File: config.mk
export PLATFORM = sky130hd
export DESIGN_NAME = cw_deserializer_flat
export DESIGN_NICKNAME = d
export VERILOG_FILES = /design/src/rtl/cw_deserializer_pkg.sv /design/src/rtl/cw_deserializer_if.sv /design/src/rtl/cw_fifo2.sv /design/src/rtl/cw_deserializer.sv /design/src/flat_wrapper.sv
export SDC_FILE = /design/constraint.sdc
export NUM_CORES = 1
export LEC_CHECK = 0
export ABC_AREA = 0
export ABC_CLOCK_PERIOD_IN_PS = 3700
export BUFFER_PORTS_ARGS = -buffer_cell sky130_fd_sc_hd__buf_4
export CORE_MARGIN = 3
export CORE_UTILIZATION = 32
export DETAILED_ROUTE_END_ITERATION = 10
export HOLD_SLACK_MARGIN = 0.15
export PLACE_DENSITY_LB_ADDON = 0.25
export SYNTH_ARGS = -nofsm -noshare
export SYNTH_HDL_FRONTEND = slang
export SYNTH_HIERARCHICAL = 1
export SYNTH_SLANG_ARGS = --single-unit
File: constraint.sdc
create_clock -name clk -period 3.7 [get_ports clk]
set_input_delay 0.555 -clock clk [delete_from_list [all_inputs] [get_ports clk]]
set_output_delay 0.555 -clock clk [all_outputs]
set_load 0.02 [all_outputs]
File: src/rtl/cw_deserializer_pkg.sv
// Shared constants and state type for the (25,16) b=4 burst-code datapath:
// deserializer, matching serializer and decoder wrapper.
package cw_deserializer_pkg;

    localparam int CW_N     = 25;  // codeword length
    localparam int CW_K     = 16;  // payload bits
    localparam int CW_B     = 4;   // correctable burst length
    localparam int CW_CNT_W = 8;   // default statistics counter width

    typedef enum logic {
        HUNT    = 1'b0,
        COLLECT = 1'b1
    } cw_state_e;

endpackage

File: src/rtl/cw_deserializer_if.sv
// Serial-in / codeword-out bundle; slave is the deserializer side, master the
// channel plus downstream decoder side.
interface cw_deserializer_if
    import cw_deserializer_pkg::*;
#(
    parameter int N     = CW_N,
    parameter int CNT_W = CW_CNT_W
);
    logic             rx_bit;
    logic             rx_valid;
    logic             rx_sof;
    logic [N-1:0]     cw_data;
    logic             cw_valid;
    logic             cw_ready;
    logic             stat_clr;
    logic             ovf;
    logic [CNT_W-1:0] drop_cnt;
    logic             align_err;

    modport slave (
        input  rx_bit, rx_valid, rx_sof, cw_ready, stat_clr,
        output cw_data, cw_valid, ovf, drop_cnt, align_err
    );

    modport master (
        output rx_bit, rx_valid, rx_sof, cw_ready, stat_clr,
        input  cw_data, cw_valid, ovf, drop_cnt, align_err
    );
endinterface

File: src/rtl/cw_fifo2.sv
// Two-entry FIFO holding completed codewords; head shows the oldest entry.
// A push into a full FIFO is accepted only when a pop happens in the same cycle.
module cw_fifo2 #(
    parameter int W = 8
) (
    input  logic         clk,
    input  logic         rst_n,
    input  logic         push,
    input  logic [W-1:0] push_data,
    input  logic         pop,
    output logic         full,
    output logic         empty,
    output logic [W-1:0] head
);
    logic [W-1:0] mem [2];
    logic         wr_ptr;
    logic         rd_ptr;
    logic [1:0]   count;
    logic         wr_en;
    logic         rd_en;

    assign full  = (count == 2'd2);
    assign empty = (count == 2'd0);
    assign rd_en = pop && !empty;
    assign wr_en = push && (!full || rd_en);
    assign head  = mem[rd_ptr];

    always_ff @(posedge clk or negedge rst_n) begin
        if (!rst_n) begin
            // NOTE: storage is reset too, so head reads zero coming out of reset.
            mem[0] <= '0;
            mem[1] <= '0;
            wr_ptr <= 1'b0;
            rd_ptr <= 1'b0;
            count  <= 2'd0;
        end else begin
            if (wr_en) begin
                mem[wr_ptr] <= push_data;
                wr_ptr      <= ~wr_ptr;
            end
            if (rd_en) rd_ptr <= ~rd_ptr;
            case ({wr_en, rd_en})
                2'b10:   count <= count + 2'd1;
                2'b01:   count <= count - 2'd1;
                default: count <= count;
            endcase
        end
    end
endmodule

File: src/rtl/cw_deserializer.sv
// Assembles serial bits into N-bit codewords framed by rx_sof, buffers them in
// a 2-entry FIFO and keeps drop statistics for words lost to back-pressure.
module cw_deserializer
    import cw_deserializer_pkg::*;
#(
    parameter int N     = CW_N,
    parameter int CNT_W = CW_CNT_W
) (
    input logic              clk,
    input logic              rst_n,
    cw_deserializer_if.slave bus
);
    localparam int               IDX_W    = $clog2(N);
    localparam logic [IDX_W-1:0] LAST_IDX = IDX_W'(N - 1);
    localparam logic [CNT_W-1:0] CNT_MAX  = '1;

    cw_state_e        state;
    logic [IDX_W-1:0] idx;
    logic [N-1:0]     shreg;
    logic             align_err_q;
    logic             ovf_q;
    logic [CNT_W-1:0] drop_cnt_q;

    logic             sof_bit;
    logic             data_bit;
    logic             push;
    logic             pop;
    logic             drop;
    logic             full;
    logic             empty;
    logic [N-1:0]     push_data;

    assign sof_bit  = bus.rx_valid && bus.rx_sof;
    assign data_bit = bus.rx_valid && !bus.rx_sof;

    // The last bit goes straight into the FIFO so the word shows one cycle later.
    assign push      = (state == COLLECT) && data_bit && (idx == LAST_IDX);
    assign push_data = {bus.rx_bit, shreg[N-2:0]};
    assign pop       = !empty && bus.cw_ready;
    assign drop      = push && full && !pop;

    always_ff @(posedge clk or negedge rst_n) begin
        if (!rst_n) begin
            state       <= HUNT;
            idx         <= '0;
            shreg       <= '0;
            align_err_q <= 1'b0;
        end else begin
            // NOTE: non-blocking throughout, so every read below sees pre-edge state.
            align_err_q <= 1'b0;
            if (sof_bit) begin
                shreg[0]    <= bus.rx_bit;
                idx         <= IDX_W'(1);
                state       <= COLLECT;
                align_err_q <= (state == COLLECT);
            end else if (data_bit) begin
                if (state == HUNT) begin
                    align_err_q <= 1'b1;
                end else begin
                    shreg[idx] <= bus.rx_bit;
                    if (idx == LAST_IDX) begin
                        idx   <= '0;
                        state <= HUNT;
                    end else begin
                        idx <= idx + 1'b1;
                    end
                end
            end
        end
    end

    // A clear wins over a coincident drop.
    always_ff @(posedge clk or negedge rst_n) begin
        if (!rst_n) begin
            ovf_q      <= 1'b0;
            drop_cnt_q <= '0;
        end else if (bus.stat_clr) begin
            ovf_q      <= 1'b0;
            drop_cnt_q <= '0;
        end else if (drop) begin
            ovf_q <= 1'b1;
            if (drop_cnt_q != CNT_MAX) drop_cnt_q <= drop_cnt_q + 1'b1;
        end
    end

    cw_fifo2 #(.W(N)) u_fifo (
        .clk       (clk),
        .rst_n     (rst_n),
        .push      (push),
        .push_data (push_data),
        .pop       (pop),
        .full      (full),
        .empty     (empty),
        .head      (bus.cw_data)
    );

    assign bus.cw_valid  = !empty;
    assign bus.align_err = align_err_q;
    assign bus.ovf       = ovf_q;
    assign bus.drop_cnt  = drop_cnt_q;
endmodule

File: src/flat_wrapper.sv
// flat-port wrapper written by rule: the top's interface ports become plain ports
module cw_deserializer_flat import cw_deserializer_pkg::*;
#(
    parameter int N     = CW_N,
    parameter int CNT_W = CW_CNT_W
)
  (clk, rst_n, bus_rx_bit, bus_rx_valid, bus_rx_sof, bus_cw_ready, bus_stat_clr, bus_cw_data, bus_cw_valid, bus_ovf, bus_drop_cnt, bus_align_err);
  cw_deserializer_if #(.N(N), .CNT_W(CNT_W)) bus_i ();
  input logic clk;
  input logic rst_n;
  input wire logic [$bits(bus_i.rx_bit)-1:0] bus_rx_bit;
  input wire logic [$bits(bus_i.rx_valid)-1:0] bus_rx_valid;
  input wire logic [$bits(bus_i.rx_sof)-1:0] bus_rx_sof;
  input wire logic [$bits(bus_i.cw_ready)-1:0] bus_cw_ready;
  input wire logic [$bits(bus_i.stat_clr)-1:0] bus_stat_clr;
  output wire logic [$bits(bus_i.cw_data)-1:0] bus_cw_data;
  output wire logic [$bits(bus_i.cw_valid)-1:0] bus_cw_valid;
  output wire logic [$bits(bus_i.ovf)-1:0] bus_ovf;
  output wire logic [$bits(bus_i.drop_cnt)-1:0] bus_drop_cnt;
  output wire logic [$bits(bus_i.align_err)-1:0] bus_align_err;
  assign bus_i.rx_bit = bus_rx_bit;
  assign bus_i.rx_valid = bus_rx_valid;
  assign bus_i.rx_sof = bus_rx_sof;
  assign bus_i.cw_ready = bus_cw_ready;
  assign bus_i.stat_clr = bus_stat_clr;
  assign bus_cw_data = bus_i.cw_data;
  assign bus_cw_valid = bus_i.cw_valid;
  assign bus_ovf = bus_i.ovf;
  assign bus_drop_cnt = bus_i.drop_cnt;
  assign bus_align_err = bus_i.align_err;
  cw_deserializer #(.N(N), .CNT_W(CNT_W)) u_core (.clk(clk), .rst_n(rst_n), .bus(bus_i));
endmodule
==> results by group, run 1 <==
Run status
  – Run status: completed

Global route
  – Vias in the first global route: 2772
  – Grt total ovfl: 0
  – First-pass GRT wire length: 14660 µm
  – GRT Total Usage: 12.45%
  – Largest net degree at the start of global routing: 72
  – Initial antenna violation count: 0

Run
  – MaxCap Viol Count: 0

Power
  – Psw: 636.5 µW
  – Overall power: 2359 µW
  – Leakage power: 0.002503 µW
  – Share of power burned in combinational logic: 13.9%
  – Max rail drop VDD: 0.1637 mV
  – Power per cell area: 460.6 nW/µm²
  – Sequential group share of total power: 49.8%
  – Int Pwr: 1722 µW
  – Switch share: 26.98%
  – Clock network power share: 36.3%

Timing
  – Final setup vio count: 0
  – Max-slew violation count: 0
  – WHS: 0.3044 ns
  – RSZ-0062 raised after global routing: false
  – Final min period: 2.664 ns
  – Setup slack after layout: 1.036 ns
  – Tcrit/Tclk final: 71.99%
  – Skew final: 0.006253 ns
  – Fin. Hold Viols: 0
  – Fmax: 0.3754 GHz
  – Worst slew pin tran: 1.037 ns
  – Slew HR: 30.33%
  – Total negative setup slack: 0 ns

Worst setup path
  – CP startpoint kind: register
  – Critical Path End Type: register
  – Kind of critical path: reg2reg
  – CP required: 3.93 ns
  – Critical path's slowest cell: or4b_1
  – Delay of the slowest critical-path stage: 0.76 ns
  – Buffers plus inverters on the worst setup path: 1
  – Top delay family on crit path: simple AND/OR/NAND/NOR gates
  – Critical path, cell by cell: inv_1 -> ha_1 -> nand4b_4 -> or4b_1 -> nor4_1 -> mux2_2
  – Flop-to-flop setup slack: 1.04 ns
  – FF-to-FF path depth: 6
  – Reg-to-Reg End: u_core/bus.drop_cnt[7]
  – CP Data Arrival Time: 2.89 ns
  – Worst r2r src: u_core/idx[0]
  – CP max FO: 16

Routing
  – Post-Route WL: 8831 µm
  – DRT antenna net count: 0
  – Routed vias: 2745
  – First DRT Iteration DRCs: 155
  – WL per Instance: 15.77 µm
  – DRC viols: 0
  – DRT Pass-1 Iters: 4
  – Via/cell ratio: 4.902

CTS
  – Clock Pin Slew Worst Setup and Hold Paths: 0.06 ns
  – CTS Sinks: 94
  – Total CTS buffers: 9
  – Hold Buf Count CTS: 0
  – Resize count post-CTS: 0
  – Worst-Skew Late Latency: 0.34 ns
  – Root Buffer: clkbuf_16
  – CTS H-tree depth: 3
  – Postcts setup bufs: 0
  – Longest Clk Path Bufs: 2
  – CTS tree: done

Floorplanning
  – Initial Util: 32.93%
  – Die X: 123.2 µm
  – Number of I/O pins: 43
  – Die area: 15180 µm²
  – CORE AREA: 13350 µm²
  – Die H: 123.2 µm
  – Rows: 42

Finish
  – Area Overhead vs Synth: 16.51%
  – Ant diodes: 0
  – Fraction of layout cells with a size suffix above 1: 43.75%
  – Fillers: 1335
  – Nets: 392

Yosys
  – FFs w/ async S/R, synth: 100.0%
  – Largest area contributor in the netlist: dfrtp_1
  – Cell Area, Synth: 4395 µm²
  – Net count after synthesis: 355
  – Yosys top cell area share: 53.52%
  – Synthesis-stage register bit count: 94
  – Most frequent cell after synthesis: mux2_2
  – Most used DFF post-synth: dfrtp_1
  – Top cells by area, synth: dfrtp_1, mux2_2, nand3_1
  – Gate Count Post-Synth: 342
  – Sequential share of the synthesized area: 53.52%
  – Number of synthesized flops with an enable pin: 0
  – Synth cell types: 47
  – YS warnings: 6
  – Syn avg cell area: 12.85 µm²
  – Commonest cells in the netlist: mux2_2, dfrtp_1, nor2_1

Placement
  – Routability cong.: 0.7578
  – IO Port Bufs: 42
  – Dpl hpwl: 5789 µm
  – DP Worst Slack: 1.069 ns

Worst hold path
  – Hold Crit Class: in2async
==> flip-flops by register name, summed over array words and instances (netlist names) <==
name,flops
u_core/shreg,24
u_core/bus.ovf,1
u_core/u_fifo/count,2
u_core/u_fifo/wr_ptr,1
u_core/bus.drop_cnt,8
u_core/idx,5
u_core/u_fifo/mem,50
u_core/state,1
u_core/u_fifo/rd_ptr,1
u_core/bus.align_err,1
==> logic make-up after synthesis <==
kind of cell               count (synthesis)  synth area share (%)
AOI/OAI and AO/OA                         30                 4.384
DFF                                       94                 53.52
adders and majority gates                  6                 1.708
xor gates and xnor gates                   6                 1.196
and+or+nand+nor                           77                 10.05
buffers and inverters                     29                 3.530
muxes                                    100                 25.62
==> cell type report <==
type,count,area (µm²),share of cell area [%]
clock buffers,11,242.7,4.740
clock inverters,5,35.03,0.6841
inverters,8,30.03,0.5864
multi-input cells,219,1888,36.87
flip-flops and latches,94,2352,45.93
well taps,176,220.2,4.300
repair buffers,47,352.8,6.890
==> power groups by stage <==
stage | combinational (µW) | sequential, µW | clock [µW]
final | 328 | 1170 | 857
after detailed placement | 334 | 1200 | 0
after CTS | 336 | 1180 | 887
after global routing | 366 | 1190 | 929
after global placement | 330 | 1190 | 0
after floorplan | 273 | 1150 | 0
==> per-layer routing <==
layer  wire (µm)  global-route usage [%]  share of wire, %  vias to the layer above
met4         183                   5.536               2.1                        0
met1        4248                   17.10                48                     1394
met3         278                   2.836               3.1                       12
li1            -                       -                 -                     1292
met2        4121                   18.79                47                       47
met5           0                       0                 0                        -
==> per-stage QoR <==
step                      area, µm²  cells  utilization, %
after floorplan                4395    342               -
after global placement         4843    544           36.29
after detailed placement       4843    544           36.29
after CTS                      5121    560           38.37
after global routing           5121    560           38.37
final                          5121    560           38.37
==> how the worst max path moves through the flow <==
stage | from | end | slack (ns) | depth (start not counted)
2_1_floorplan | u_core/idx[0] | u_core/bus.drop_cnt[7] | 1.45 | 7
4_1_cts | u_core/idx[0] | u_core/bus.drop_cnt[7] | 1.05 | 6
6_report | u_core/idx[0] | u_core/bus.drop_cnt[7] | 1.04 | 6
3_5_place_dp | u_core/idx[0] | u_core/bus.drop_cnt[7] | 1.07 | 6
5_1_grt | u_core/idx[0] | u_core/bus.drop_cnt[7] | 0.90 | 6
3_3_place_gp | u_core/idx[0] | u_core/bus.drop_cnt[7] | 1.18 | 6
==> layout by cell type, fill, tap and decap left out, types with 3 or more instances in the layout <==
master,count
buf_4,47
nor3_1,4
xor2_1,3
nand3_1,16
inv_1,8
mux2_2,100
o21ai_0,9
a21oi_1,7
clkbuf_16,9
dfrtp_1,94
nand2_1,14
xnor2_1,3
ha_1,6
nor2_1,19
==> worst reg2reg max path, stage by stage (launching register included) <==
cell,delay (ns)
dfrtp_1,0.42
inv_1,0.12
ha_1,0.30
nand4b_4,0.18
or4b_1,0.76
nor4_1,0.40
mux2_2,0.37
No activity file was read; power rests on OpenSTA's default activity.
==> inputs of run 2 (changes only) <==
- ABC_AREA: 0 -> 1
- ABC_CLOCK_PERIOD_IN_PS: 3700 -> 2200
- clock period: 3.7 -> 2.2 ns (I/O delays scaled with it)
==> run 2 against run 1 <==
Global-route usage grew 1.5 points. First-iteration DRC count grew 73%. Final cell count grew 40%. Flip-flop and latch count is the same. Clock-buffer cell count shrank 2. Routed wire length grew 25%. Largest cell class unchanged. Highest routed layer unchanged. Core utilization grew 0.85 points. Cell area grew 7.5%. Area after synthesis grew 5.8%.
==> results by group, run 2 <==
Routing
  – DRT antenna net count: 0 (unchanged)
  – Post-Route WL: 11020 µm (+25%)
  – Routed vias: 3889 (+42%)
  – DRT Pass-1 Iters: 5 (+1)
  – First DRT Iteration DRCs: 268 (+73%)
  – DRC viols: 0 (unchanged)
  – WL per Instance: 14.02 µm (-11%)
  – Via/cell ratio: 4.948 (+0.94%)

Finish
  – Biggest register: u_core/u_fifo/mem
  – Layout Cell Area excl Fill: 5507 µm² (+7.5%)
  – Ant diodes: 0 (unchanged)
  – Most frequent cells in the layout: nand2_1, dfrtp_1, nand4_1
  – Area Overhead vs Synth: 18.47%
  – Max reg flops: 50 (unchanged)
  – Most common cell after layout, fill and taps aside: nand2_1
  – Fraction of layout cells with a size suffix above 1: 15.51% (-28 points)
  – Final core occ: 39.21% (+0.85 points)
  – Nets: 614 (+57%)

Worst hold path
  – Hold Crit Class: in2reg

Timing
  – Tcrit/Tclk final: 90.38% (+18 points)
  – Worst slew pin tran: 0.6999 ns (-0.3371 ns)
  – Fin. Hold Viols: 0 (unchanged)
  – Skew final: 0.007526 ns (+0.001273 ns)
  – Max-slew violation count: 0 (unchanged)
  – Slew HR: 53.29% (+23 points)
  – WHS: 0.2099 ns (-0.09447 ns)
  – Final min period: 1.988 ns (-0.6752 ns)
  – Final setup vio count: 0 (unchanged)
  – Total negative setup slack: 0 ns (unchanged)
  – Fmax: 0.5029 GHz (+34%)
  – RSZ-0062 raised after global routing: false

Placement
  – Post-place instance area: 5139 µm² (+6.1%)
  – Dpl hpwl: 7099 µm (+23%)
  – Routability cong.: 0.7612 (+0.45%)
  – IO Port Bufs: 42 (unchanged)

Yosys
  – Most used DFF post-synth: dfrtp_1
  – Syn avg cell area: 8.212 µm² (-36%)
  – Commonest cells in the netlist: nand2_1, dfrtp_1, nand4_1
  – Cell Area, Synth: 4648 µm² (+5.8%)
  – Synthesis-stage register bit count: 94 (unchanged)
  – FFs w/ async S/R, synth: 100.0% (unchanged)
  – Synth cell types: 30 (-36%)
  – Gate Count Post-Synth: 566 (+65%)
  – Sequential share of the synthesized area: 50.61% (-2.9 points)
  – Most frequent cell after synthesis: nand2_1
  – YS warnings: 6 (unchanged)
  – Largest area contributor in the netlist: dfrtp_1
  – Number of synthesized flops with an enable pin: 0 (unchanged)
  – Yosys top cell area share: 50.61% (-2.9 points)
  – Top cells by area, synth: dfrtp_1, nand2_1, nand4_1
  – Net count after synthesis: 579 (+63%)

Floorplanning
  – Number of I/O pins: 43 (unchanged)
  – Die H: 126.5 µm (+2.7%)
  – Die area: 16010 µm² (+5.5%)
  – Rows: 43 (+2.4%)
  – Initial Util: 33.10% (+0.17 points)
  – CORE AREA: 14040 µm² (+5.2%)
  – Die X: 126.5 µm (+2.7%)

Worst setup path
  – Critical Path End Type: register
  – Kind of critical path: reg2reg
  – CP max FO: 5 (-11)
  – CP startpoint kind: register
  – CP Data Arrival Time: 2.27 ns (-0.62 ns)
  – CP required: 2.48 ns (-1.45 ns)

CTS
  – CTS tree: done
  – CTS H-tree depth: 3 (unchanged)
  – CTS Sinks: 94 (unchanged)
  – Root Buffer: clkbuf_16
  – Clock Pin Slew Worst Setup and Hold Paths: 0.06 ns (about the same)
  – Longest Clk Path Bufs: 2 (unchanged)
  – Worst-Skew Late Latency: 0.34 ns (about the same)
  – Total CTS buffers: 9 (unchanged)

Power
  – Power per cell area: 718.8 nW/µm² (+56%)
  – Leakage power: 0.002883 µW (+15%)
  – Max rail drop VDD: 0.3215 mV (+96%)

Run status
  – Run status: completed

Global route
  – Largest net degree at the start of global routing: 59 (-18%)
  – Initial antenna violation count: 0 (unchanged)
  – First-pass GRT wire length: 18190 µm (+24%)
  – Grt total ovfl: 0 (unchanged)
  – Vias in the first global route: 3622 (+31%)
  – GRT Total Usage: 14.00% (+1.5 points)

Run
  – MaxCap Viol Count: 0 (unchanged)
==> run 2: path summary, 6_finish.rpt <==
check,from,end,slack (ns),cells past startpoint
setup / recovery,u_core/idx[1],u_core/u_fifo/count[1],0.21,12
hold / removal,bus_stat_clr,u_core/bus.ovf,0.21,2
setup reg to reg,u_core/idx[1],u_core/u_fifo/count[1],0.21,12
hold reg to reg,u_core/u_fifo/mem[22],u_core/u_fifo/mem[22],0.47,2
max in group asynchronous,rst_n,u_core/u_fifo/mem[31],1.02,3
min in group asynchronous,rst_n,u_core/bus.drop_cnt[7],0.49,2
==> run 2: where the power goes <==
group	switching (µW)	internal (µW)	total [µW]
Combinational	209	108	317
Clock	674	999	1670
Sequential	123	1840	1970
==> run 2: worst max-delay path, cell delays in order (launching register included) <==
cell      delay (ns)
dfrtp_1         0.42
inv_1           0.11
ha_2            0.20
nand2_1         0.06
clkinv_1        0.06
nand2_2         0.11
nor2_4          0.17
nand2_1         0.09
ha_1            0.22
or2_2           0.29
nand3_1         0.09
nand2_1         0.05
nand2_1         0.06
==> run 2: per-stage QoR <==
stage               cells  worst slack (ns)  power, µW
floorplan             566            0.1704       2181
global placement      767            0.2431       2307
detailed placement    767            0.1777       2318
CTS                   784            0.1631       4010
global route          786           0.03767       4152
finish                786            0.2116       3958
==> run 2: per-layer routing <==
layer | up-vias | track usage (%) | part of all wire [%]
li1 | 1949 | - | -
met1 | 1848 | 18.20 | 46
met2 | 84 | 23.07 | 49
met3 | 8 | 3.579 | 4.0
met4 | 0 | 4.164 | 1.1
met5 | - | 0 | 0
==> run 2: timing repair <==
item	CTS	global route
hold buffers	1	0
endpoints found under the setup margin	0	3
gates resized for setup	0	2
hold endpoints to repair	36	0
buffers inserted	0	1
==> run 2: final cells by class <==
| cell class | instances | area, µm² |
|---|---|---|
| Multi-Input combinational cell | 402 | 1986 |
| Inverter | 38 | 142.6 |
| Clock inverter | 7 | 97.59 |
| Fill cell | 1406 | 8536 |
| Sequential cell | 94 | 2352 |
| Tap cell | 180 | 225.2 |
| Clock buffer | 9 | 225.2 |
| Timing Repair Buffer | 56 | 478.0 |
==> run 2: kinds of logic after synthesis <==
group                      share of synthesized area [%]
AOI/OAI and AO/OA                                  7.295
xor gates and xnor gates                           1.131
adders and majority gates                          1.615
buffers and inverters                              6.729
DFF                                                50.61
and+or+nand+nor                                    32.62
==> inputs of run 3 (changes only) <==
- ABC_AREA: 1 -> unset
==> run 3 against run 2 <==
Total power up 3.6%. Via count down 27%. Cell area is 2.0% lower. Clock-buffer cell count up 3.
==> results by group, run 3 (same netlist as run 1, synthesis figures left out) <==
Worst setup path
  – Worst r2r src: u_core/idx[0]
  – CP Data Arrival Time: 2.33 ns (+0.06 ns)
  – Flop-to-flop setup slack: 0.07 ns (-0.14 ns)
  – Critical path's slowest cell: or4b_4
  – Critical Path End Type: register
  – Delay of the slowest critical-path stage: 0.55 ns (+0.13 ns)
  – CP max FO: 7 (+2)
  – CP startpoint kind: register
  – CP required: 2.41 ns (-0.07 ns)
  – Critical path, cell by cell: inv_1 -> ha_4 -> nand4b_4 -> or4b_4 -> buf_4 -> o311ai_1 -> o41ai_1
  – Kind of critical path: reg2reg
  – FF-to-FF path depth: 7 (-5)
  – Reg-to-Reg End: u_core/bus.drop_cnt[6]

Finish
  – Biggest register: u_core/u_fifo/mem
  – Most frequent cells in the layout: mux2_2, dfrtp_1, buf_4
  – Non-filler instance count after layout: 585 (-26%)
  – Nets: 417 (-32%)
  – Ant diodes: 0 (unchanged)
  – Area Overhead vs Synth: 22.72%
  – Max reg flops: 50 (unchanged)
  – Fraction of layout cells with a size suffix above 1: 47.68% (+32 points)
  – Most common cell after layout, fill and taps aside: mux2_2
  – Final core occ: 40.41% (+1.2 points)

Placement
  – DP Worst Slack: -0.0006808 ns (-0.1784 ns)
  – IO Port Bufs: 42 (unchanged)
  – Cells after DPL: 564 (-26%)
  – Routability cong.: 0.7422 (-2.5%)
  – Dpl hpwl: 6107 µm (-14%)

Timing
  – Final min period: 2.125 ns (+0.1366 ns)
  – Setup slack after layout: 0.07500 ns (-0.1366 ns)
  – Max-slew violation count: 0 (unchanged)
  – Total negative setup slack: 0 ns (unchanged)
  – Tcrit/Tclk final: 96.59% (+6.2 points)
  – Final setup vio count: 0 (unchanged)
  – Fmax: 0.4706 GHz (-6.4%)
  – Fin. Hold Viols: 0 (unchanged)
  – Skew final: 0.006920 ns (-0.0006058 ns)
  – Worst slew pin tran: 0.4554 ns (-0.2445 ns)
  – Slew HR: 69.64% (+16 points)
  – RSZ-0062 raised after global routing: false

Power
  – Sequential group share of total power: 46.7% (-3.0 points)
  – Power per cell area: 760.1 nW/µm² (+5.7%)
  – Leakage power: 0.002642 µW (-8.4%)
  – Clock network power share: 35.5% (-6.8 points)
  – Int Pwr: 2992 µW (+1.4%)
  – Share of power burned in combinational logic: 17.9% (+9.9 points)
  – Psw: 1107 µW (+10%)
  – Switch share: 27.01% (+1.6 points)
  – Max rail drop VDD: 0.3879 mV (+21%)

Global route
  – GRT Total Usage: 12.51% (-1.5 points)
  – Largest net degree at the start of global routing: 41 (-31%)
  – Grt total ovfl: 0 (unchanged)
  – Initial antenna violation count: 0 (unchanged)
  – First-pass GRT wire length: 14630 µm (-20%)
  – Vias in the first global route: 2802 (-23%)

CTS
  – CTS tree: done
  – Worst-Skew Late Latency: 0.34 ns (about the same)
  – Clock Pin Slew Worst Setup and Hold Paths: 0.07 ns (about the same)
  – Longest Clk Path Bufs: 2 (unchanged)
  – CTS H-tree depth: 3 (unchanged)
  – CTS Sinks: 94 (unchanged)
  – Total CTS buffers: 9 (unchanged)
  – Root Buffer: clkbuf_16

Routing
  – DRC viols: 0 (unchanged)
  – WL per Instance: 15.94 µm (+14%)
  – Via/cell ratio: 4.839 (-2.2%)
  – DRT antenna net count: 0 (unchanged)
  – First DRT Iteration DRCs: 159 (-41%)
  – Routed vias: 2831 (-27%)
  – Post-Route WL: 9324 µm (-15%)
  – DRT Pass-1 Iters: 4 (-1)

Floorplanning
  – Number of I/O pins: 43 (unchanged)
  – CORE AREA: 13350 µm² (-4.9%)
  – Die X: 123.2 µm (-2.6%)
  – Die area: 15180 µm² (-5.2%)
  – Rows: 42 (-2.3%)
  – Die H: 123.2 µm (-2.6%)
  – Initial Util: 32.93% (-0.17 points)

Run status
  – Run status: completed

Worst hold path
  – Hold Path Depth: 2 (unchanged)
  – Hold Crit Class: in2reg
  – HP Start: bus_stat_clr
  – Hold endpoint: u_core/bus.drop_cnt[4]

Run
  – MaxCap Viol Count: 0 (unchanged)
## run 3: changes by cell type in the layout (fill, tap and decap cells not counted), moves of 3 or more
cell and delta:
a21oi_1 -19, a31oi_1 -22, buf_4 +15, clkinv_1 -3, inv_1 -22, inv_2 -5, mux2_2 +100, nand2_1 -210
nand3_4 -3, nand4_1 -51, nor3_2 -4, o21ai_0 +3, o21bai_1 -3
## run 3: final cells by class
cell class                      count  area, µm²
Sequential cell                    94       2352
Multi-Input combinational cell    219       1913
Fill cell                        1290       7954
Clock inverter                      4      30.03
Tap cell                          176      220.2
Clock buffer                       12      246.5
Inverter                            8      30.03
Timing Repair Buffer               72      601.8
## run 3: per-layer routing
metal | share of wire [%] | up-vias | wire length, µm | GRT usage (%)
li1 | - | 1343 | - | -
met1 | 47 | 1430 | 4356 | 16.59
met2 | 48 | 40 | 4518 | 19.84
met3 | 2.5 | 18 | 237 | 1.921
met4 | 2.3 | 0 | 212 | 6.436
met5 | 0 | - | 0 | 0
## run 3: worst max-delay path by stage
stage | from | end | cells after the start
3_5_place_dp | u_core/idx[0] | u_core/bus.drop_cnt[7] | 6
6_report | u_core/idx[0] | u_core/bus.drop_cnt[6] | 7
2_1_floorplan | u_core/idx[0] | u_core/bus.drop_cnt[7] | 7
3_3_place_gp | u_core/idx[0] | u_core/bus.drop_cnt[7] | 6
4_1_cts | u_core/idx[0] | u_core/bus.drop_cnt[7] | 6
5_1_grt | u_core/idx[0] | u_core/bus.drop_cnt[6] | 7
## run 3: repair_timing
item | 4_1_cts | 5_1_grt
gates cloned | 0 | 2
resized for setup | 1 | 2
hold buffers | 1 | 0
endpoints found under the hold margin | 31 | 0
setup endpoints to repair | 2 | 6
buffers inserted | 0 | 2
## run 3: critical path, delay by kind of cell (launching register included)
| family | cells | cell delay [ns] |
|---|---|---|
| AOI/OAI and AO/OA | 2 | 0.49 |
| DFF | 1 | 0.38 |
| and+or+nand+nor | 2 | 0.65 |
| buffers and inverters | 2 | 0.30 |
| adders and majority gates | 1 | 0.17 |
## run 3: power groups by stage
stage / clock network (µW) / logic [µW] / registers, µW
final: 1450 / 733 / 1910
after global routing: 1570 / 803 / 1930
after CTS: 1500 / 750 / 1910
after detailed placement: 0 / 742 / 1950
after global placement: 0 / 737 / 1940
after floorplan: 0 / 466 / 1930
## run 3: through the flow
| step | total power, µW | cell area (µm²) | hold slack, ns |
|---|---|---|---|
| after floorplan | 2397 | 4408 | 0.03441 |
| after global placement | 2677 | 5044 | 0.3117 |
| after detailed placement | 2689 | 5044 | 0.3081 |
| after CTS | 4159 | 5334 | 0.2121 |
| after global routing | 4300 | 5394 | 0.2334 |
| final | 4100 | 5394 | 0.2379 |
